`src/rtl/mem_arbiter_pkg.sv`:
```
// Shared types for the fetch/data single-port memory arbiter.
package mem_arbiter_pkg;

  localparam int unsigned LAT_W = 3;

  typedef enum logic [1:0] {
    IDLE,
    READ_WAIT,
    RESP
  } state_e;

  typedef enum logic {
    REQ_IF,
    REQ_DM
  } requester_e;

endpackage

```
`src/rtl/mem_arbiter.sv`:
```
// Arbitrates fetch and data-stage requests onto one single-port memory.
// Data has priority, with a consecutive-grant limit that protects fetch from starving.
module mem_arbiter
  import mem_arbiter_pkg::*;
#(
  parameter int unsigned DATA_WIDTH    = 32,
  parameter int unsigned ADDRESS_WIDTH = 32,
  parameter int unsigned MEM_LATENCY   = 2,
  parameter int unsigned STARVE_LIMIT  = 4
) (
  input  logic                     clk,
  input  logic                     rst,
  input  logic                     if_req,
  input  logic [ADDRESS_WIDTH-1:0] if_addr,
  output logic [DATA_WIDTH-1:0]    if_rdata,
  output logic                     if_valid,
  input  logic                     dm_req,
  input  logic                     dm_we,
  input  logic [ADDRESS_WIDTH-1:0] dm_addr,
  input  logic [DATA_WIDTH-1:0]    dm_wdata,
  output logic [DATA_WIDTH-1:0]    dm_rdata,
  output logic                     dm_valid,
  output logic                     mem_en,
  output logic                     mem_we,
  output logic [ADDRESS_WIDTH-1:0] mem_addr,
  output logic [DATA_WIDTH-1:0]    mem_wdata,
  input  logic [DATA_WIDTH-1:0]    mem_rdata,
  output logic                     stallf,
  output logic                     stallm
);

  localparam int unsigned STARVE_W = $clog2(STARVE_LIMIT + 1);

  state_e                   state_q, state_d;
  requester_e               winner_q, winner_d;
  logic                     we_q, we_d;
  logic [LAT_W-1:0]         lat_q, lat_d;
  logic [STARVE_W-1:0]      starve_q, starve_d;
  logic                     mem_en_d, mem_we_d, if_valid_d, dm_valid_d;
  logic [ADDRESS_WIDTH-1:0] mem_addr_d;
  logic [DATA_WIDTH-1:0]    mem_wdata_d, if_rdata_d, dm_rdata_d;
  logic                     fetch_wins;

  assign stallf = if_req & ~if_valid;
  assign stallm = dm_req & ~dm_valid;

  assign fetch_wins = if_req & (~dm_req | (starve_q == STARVE_W'(STARVE_LIMIT)));

  // Next-state, grant and datapath selection
  always_comb begin
    state_d     = state_q;
    winner_d    = winner_q;
    we_d        = we_q;
    lat_d       = lat_q;
    starve_d    = starve_q;
    mem_en_d    = 1'b0;
    mem_we_d    = 1'b0;
    mem_addr_d  = mem_addr;
    mem_wdata_d = mem_wdata;
    if_rdata_d  = if_rdata;
    dm_rdata_d  = dm_rdata;
    if_valid_d  = 1'b0;
    dm_valid_d  = 1'b0;

    if (!if_req) starve_d = '0;

    case (state_q)
      IDLE: begin
        if (if_req || dm_req) begin
          mem_en_d = 1'b1;
          lat_d    = LAT_W'(MEM_LATENCY);
          if (fetch_wins) begin
            winner_d   = REQ_IF;
            we_d       = 1'b0;
            mem_addr_d = if_addr;
            starve_d   = '0;
          end else begin
            winner_d    = REQ_DM;
            we_d        = dm_we;
            mem_we_d    = dm_we;
            mem_addr_d  = dm_addr;
            mem_wdata_d = dm_wdata;
            if (if_req && (starve_q != STARVE_W'(STARVE_LIMIT)))
              starve_d = starve_q + STARVE_W'(1);
          end
          // A one-cycle read has its data in the strobe cycle, so it skips the wait
          if ((!fetch_wins && dm_we) || (MEM_LATENCY == 1)) state_d = RESP;
          else                                              state_d = READ_WAIT;
        end
      end
      READ_WAIT: begin
        lat_d = lat_q - LAT_W'(1);
        if (lat_q == LAT_W'(2)) state_d = RESP;
      end
      RESP: begin
        // Counter sits at 1 here: read data is on mem_rdata this cycle
        if (!we_q) begin
          if (winner_q == REQ_IF) if_rdata_d = mem_rdata;
          else                    dm_rdata_d = mem_rdata;
        end
        if (winner_q == REQ_IF) if_valid_d = 1'b1;
        else                    dm_valid_d = 1'b1;
        state_d = IDLE;
      end
      default: state_d = IDLE;
    endcase
  end

  always_ff @(posedge clk or negedge rst) begin
    if (!rst) begin
      state_q   <= IDLE;
      winner_q  <= REQ_IF;
      we_q      <= 1'b0;
      lat_q     <= '0;
      starve_q  <= '0;
      mem_en    <= 1'b0;
      mem_we    <= 1'b0;
      mem_addr  <= '0;
      mem_wdata <= '0;
      if_rdata  <= '0;
      dm_rdata  <= '0;
      if_valid  <= 1'b0;
      dm_valid  <= 1'b0;
    end else begin
      state_q   <= state_d;
      winner_q  <= winner_d;
      we_q      <= we_d;
      lat_q     <= lat_d;
      starve_q  <= starve_d;
      mem_en    <= mem_en_d;
      mem_we    <= mem_we_d;
      mem_addr  <= mem_addr_d;
      mem_wdata <= mem_wdata_d;
      if_rdata  <= if_rdata_d;
      dm_rdata  <= dm_rdata_d;
      if_valid  <= if_valid_d;
      dm_valid  <= dm_valid_d;
    end
  end

endmodule

```
`config.mk`:
```
export PLATFORM = sky130hd
export DESIGN_NAME = mem_arbiter
export DESIGN_NICKNAME = d
export VERILOG_FILES = /design/src/rtl/mem_arbiter_pkg.sv /design/src/rtl/mem_arbiter.sv
export SDC_FILE = /design/constraint.sdc
export NUM_CORES = 1
export LEC_CHECK = 0
export CORE_MARGIN = 3
export CORE_UTILIZATION = 45
export DETAILED_ROUTE_END_ITERATION = 10
export PLACE_DENSITY = 0.85
export SLEW_MARGIN = 20
export SYNTH_ARGS = -nofsm -noshare
export SYNTH_HDL_FRONTEND = slang
export SYNTH_SLANG_ARGS = --single-unit
```
`constraint.sdc`:
```
create_clock -name clk -period 4.76 [get_ports clk]
set_clock_uncertainty 0.1 [all_clocks]
set_input_delay 0.714 -clock clk [delete_from_list [all_inputs] [get_ports clk]]
set_output_delay 0.714 -clock clk [all_outputs]
set_load 0.05 [all_outputs]
```
Word level (Yosys, flattened, before mapping)
Index checks and enable logic that the tools add are counted.
- bits in registers: 142
- output and inout port bits: 134
- add/sub/neg operators: 2
- equality and inequality tests: 7
- muxes and demuxes: 22
- bitwise operators: 10
- reductions and logical operators: 12
- operators with widths (kind ; count):
    32-bit 2-to-1 mux ; 1
    3-bit 2-to-1 mux ; 6
    1-bit 2-to-1 mux ; 10
    3-bit AND reduction ; 3
    2-bit 2-to-1 mux ; 3
    1-bit inverter ; 6
    3-bit case mux with 2 select lines ; 1
    2-bit AND reduction ; 3
    2-bit inequality test (second input constant) ; 2
    2-bit case mux with 2 select lines ; 1
    3-bit by 1-bit adder with 3-bit output (second input constant) ; 1
    1-bit AND ; 3
    3-bit by 2-bit == test with 1-bit output (second input constant) ; 1
    3-bit == test (second input constant) ; 1
    3-bit inequality test (second input constant) ; 1
    3-bit by 1-bit subtractor with 3-bit output (second input constant) ; 1
    2-bit by 1-bit == test with 1-bit output (second input constant) ; 1
    2-bit == test (second input constant) ; 1
    1-bit logical AND ; 2
    2-bit zero test ; 1
    2-bit nonzero test ; 1
    1-bit zero test ; 1
    1-bit logical OR ; 1
    1-bit OR ; 1

Depth between registers and ports, before layout
- word-level depth: 8
- mapped depth: 7
- gate-level depth less buffers: 5

Least setup slack after synthesis
OpenSTA, ideal clock, no wires.
- path kind: input -> output
- start point: input if_req
- end point: output stallf
- arrival time: 1.941 ns
- data required time: 3.946 ns
- slack: 2.005 ns
- cell stages on the path: 4
- cells stage by stage: buf_2 -> clkinv_1 -> clkbuf_1 -> nor2_1
- cells in the longest elaborated chain, start to end: 1
- ends and longest elaborated chain (element ; line ; source):
    start: declaration ; mem_arbiter.sv:13 ; input logic if_req,
    1-bit AND ; mem_arbiter.sv:44 ; assign stallf = if_req & ~if_valid;
    end: declaration ; mem_arbiter.sv:28 ; output logic stallf,
No other way between the ends.

Final worst setup path
- start point: input dm_req
- end point: output stallm
- cells in the longest elaborated chain, start to end: 1
- ends and longest elaborated chain (element ; line ; source):
    start: declaration ; mem_arbiter.sv:17 ; input logic dm_req,
    1-bit AND ; mem_arbiter.sv:45 ; assign stallm = dm_req & ~dm_valid;
    end: declaration ; mem_arbiter.sv:29 ; output logic stallm
No other way between the ends.

==> flow_metrics.env <==
export IMPL_cp_num_buf_inv=2
export IMPL_finalSetupViolCount=0
export IMPL_synth_cell_types=40
export IMPL_netlist_instances=457
export IMPL_drv_slew=0
export IMPL_finalCritPeriodShare_pct=66.0
export IMPL_crit_type="in2out"
export IMPL_maxSlewHeadroom_pct=37.7
export IMPL_dieArea_mm2=0.0148
export IMPL_synth_top_cell_by_area="dfrtp_1"
export IMPL_dpl_hpwl_um=11700
export IMPL_met1Wirelength_um=6250
export IMPL_min_period_ns=3.14
export IMPL_required_ns=3.95
export IMPL_first_iter_violations=300
export IMPL_gp_congestion=0.801
export IMPL_mostFrequentLayoutCells="clkdlybuf4s50_1, dfrtp_1, mux2_2, a21oi_1, nand3_1"
export IMPL_worst_pin_slew_ns=0.934
export IMPL_hp_class="in2async"
export IMPL_dr_pass1_iters=5
export IMPL_p_int_w=0.00426
export IMPL_drive_gt1_share_pct=19.4
export IMPL_cp_data_arrival_time_ns=2.33
export IMPL_cts_setup_buffers=0
export IMPL_ys_top_cells_by_area="dfrtp_1, mux2_2, mux2_4"
export IMPL_synth_top_area_share_pct=58.8
export IMPL_coreArea_mm2=0.0129
export IMPL_dr_total_vias=4767
export IMPL_total_power_w=0.00798
export IMPL_antenna_found_initial=0
export IMPL_ys_warn_count=0
export IMPL_rsz0062_at_grt="no"
export IMPL_grt_first_pass_wirelength_um=26600
export IMPL_yosys_most_used_dff="dfrtp_1"
export IMPL_numClockSinks=142
export IMPL_maxCapViolCount=0
export IMPL_cts_root_buf="clkbuf_16"
export IMPL_clock_path_buffers=2
export IMPL_diodes=0
export IMPL_htreeDepth=4
export IMPL_fmax_ghz=0.318
export IMPL_comb_power_share_pct=56.9
export IMPL_grt_pass1_vias=5052
export IMPL_nFillCells=839
export IMPL_ios=267
export IMPL_post_place_ws_ns=1.61
export IMPL_wl_per_cell_um=18.6
export IMPL_p_leak_nw=3.82
export IMPL_ant_nets=0
export IMPL_cts_resized_gates=0
export IMPL_numCtsBuffers=17
export IMPL_powerDensity_mw_per_mm2=857
export IMPL_reg2regPathDepth=4
export IMPL_r2r_end="mem_wdata[27]$_DFFE_PN0P_"
export IMPL_clk_pin_slew_ns=0.06
export IMPL_initial_utilization_pct=46.9
export IMPL_synth_edf_count=0
export IMPL_critPathCaptureType="output pin"
export IMPL_outcome="finished clean"
export IMPL_hold_viol_final=0
export IMPL_cts_tree="built"
export IMPL_route_met3_wl_um=1660
export IMPL_grt_overflow_total=0
export IMPL_synth_seq_cells=142
export IMPL_viasPerCell=5.31
export IMPL_synth_area_mm2=0.00604
export IMPL_switchingPower_w=0.00371
export IMPL_path_max_fanout=8
export IMPL_yosysSeqAreaShare_pct=58.8
export IMPL_swShare_pct=46.6
export IMPL_r2r_start="state_q[0]$_DFFE_PN0P_"
export IMPL_grt_total_usage_pct=23.1
export IMPL_cpMostUsedCell="clkdlybuf4s50_1"
export IMPL_dr_wl_met2_um=8290
export IMPL_pwr_share_clk_pct=16.0
export IMPL_finalNetCount=850
export IMPL_path_cells="clkdlybuf4s50_1 -> nor2b_1 -> clkdlybuf4s50_1"
export IMPL_r2r_setup_slack_ns=2.27
export IMPL_sequentialPowerShare_pct=27.1
export IMPL_setup_tns_ns=0
export IMPL_rows=41
export IMPL_synth_async_reset_ratio_pct=100
export IMPL_max_stage_delay_ns=0.83
export IMPL_hold_buffers=0
export IMPL_insertion_delay_ns=0.42
export IMPL_grt_max_degree=106
export IMPL_irDropWorstVdd_mv=0.507
export IMPL_top_layer="met4"
export IMPL_slowest_stage="clkdlybuf4s50_1"
export IMPL_avgSynthCellArea_um2=13.2
export IMPL_io_buffers=266
export IMPL_mostFrequentLayoutCell="clkdlybuf4s50_1"
export IMPL_cp_top_family="buffers and inverters"
export IMPL_synthToLayoutAreaGrowth_pct=54.1
export IMPL_synth_nets=594
export IMPL_die_y_um=122
export IMPL_die_x_um=122
export IMPL_start_kind="input port"
export IMPL_fin_ws_ns=1.62
export IMPL_drc=0
export IMPL_routed_wl_um=16700
## cell type report
type	count	area [um^2]	area share, %
Multi-Input combinational cell	270	2210	23.7
Clock buffer	21	450	4.84
Timing Repair Buffer	273	2730	29.3
Sequential cell	142	3550	38.2
Tap cell	172	215	2.31
Inverter	9	33.8	0.363
Clock inverter	11	118	1.26
## state kept, by name, indices dropped and copies added (netlist names)
signal / cells
dm_rdata: 32
if_rdata: 32
mem_addr: 32
mem_wdata: 32
lat_q: 3
starve_q: 3
state_q: 2
dm_valid: 1
if_valid: 1
mem_en: 1
mem_we: 1
we_q: 1
winner_q: 1
## synth_stat cells, types with 3 or more instances
| library cell | number |
|---|---|
| dfrtp_1 | 142 |
| mux2_2 | 63 |
| a21oi_1 | 37 |
| nand3_1 | 35 |
| a31oi_1 | 32 |
| mux2_4 | 30 |
| o21ai_0 | 30 |
| clkbuf_1 | 14 |
| buf_2 | 11 |
| buf_6 | 7 |
| inv_1 | 7 |
| nor2_1 | 5 |
| ha_1 | 4 |
| nand2_1 | 4 |
| nor2b_1 | 4 |
| o21ai_1 | 4 |
| buf_12 | 3 |
| mux2_1 | 3 |
## per-layer routing
metal	vias up	global-route usage (%)
li1	2167	-
met1	2344	27.0
met2	224	38.1
met3	32	8.31
met4	0	10.9
met5	-	0
## power groups by stage
stage                     logic (W)  clock network, W  registers [W]
after floorplan             0.00109                 0        0.00408
after global placement      0.00448                 0        0.00212
after detailed placement    0.00454                 0        0.00217
after CTS                   0.00457           0.00129        0.00216
after global routing        0.00474           0.00135        0.00222
final                       0.00454           0.00128        0.00216
## metrics by stage
step	std cells	instance area (um^2)	hold WS, ns	utilization, %
CTS	898	9310	0.348	72.3
global route	898	9310	0.376	72.3
global placement	866	8730	0.350	67.8
finish	898	9310	0.302	72.3
floorplan	457	6040	0.318	-
detailed placement	866	8740	0.368	67.9
## worst max path at each step
stage | start | slack [ns] | endpoint | cells after the start
final | dm_req | 1.62 | stallm | 3
after global routing | dm_req | 1.53 | stallm | 3
after CTS | dm_req | 1.61 | stallm | 3
after detailed placement | dm_req | 1.61 | stallm | 3
after global placement | dm_req | 1.63 | stallm | 3
after floorplan | if_req | 2.01 | stallf | 4
## worst reg2reg max path: stages, from the launching register on
cell and delay [ns]:
dfrtp_1 0.45, nor2_2 0.13, buf_4 0.37, nand3_2 0.74
mux2_2 0.57
## kinds of logic (layout without fill, tap and decap cells)
family,Yosys count,count (layout),share of synthesized area (%)
flip-flops,142,142,58.8
AO/OA/AOI/OAI,112,112,10.5
multiplexers,96,96,19.8
AND/OR/NAND/NOR,58,58,5.30
buffers and inverters,45,314,4.77
adder cells (fa/ha/maj),4,4,0.829
Note: power is estimated with default switching activity, not from simulation.
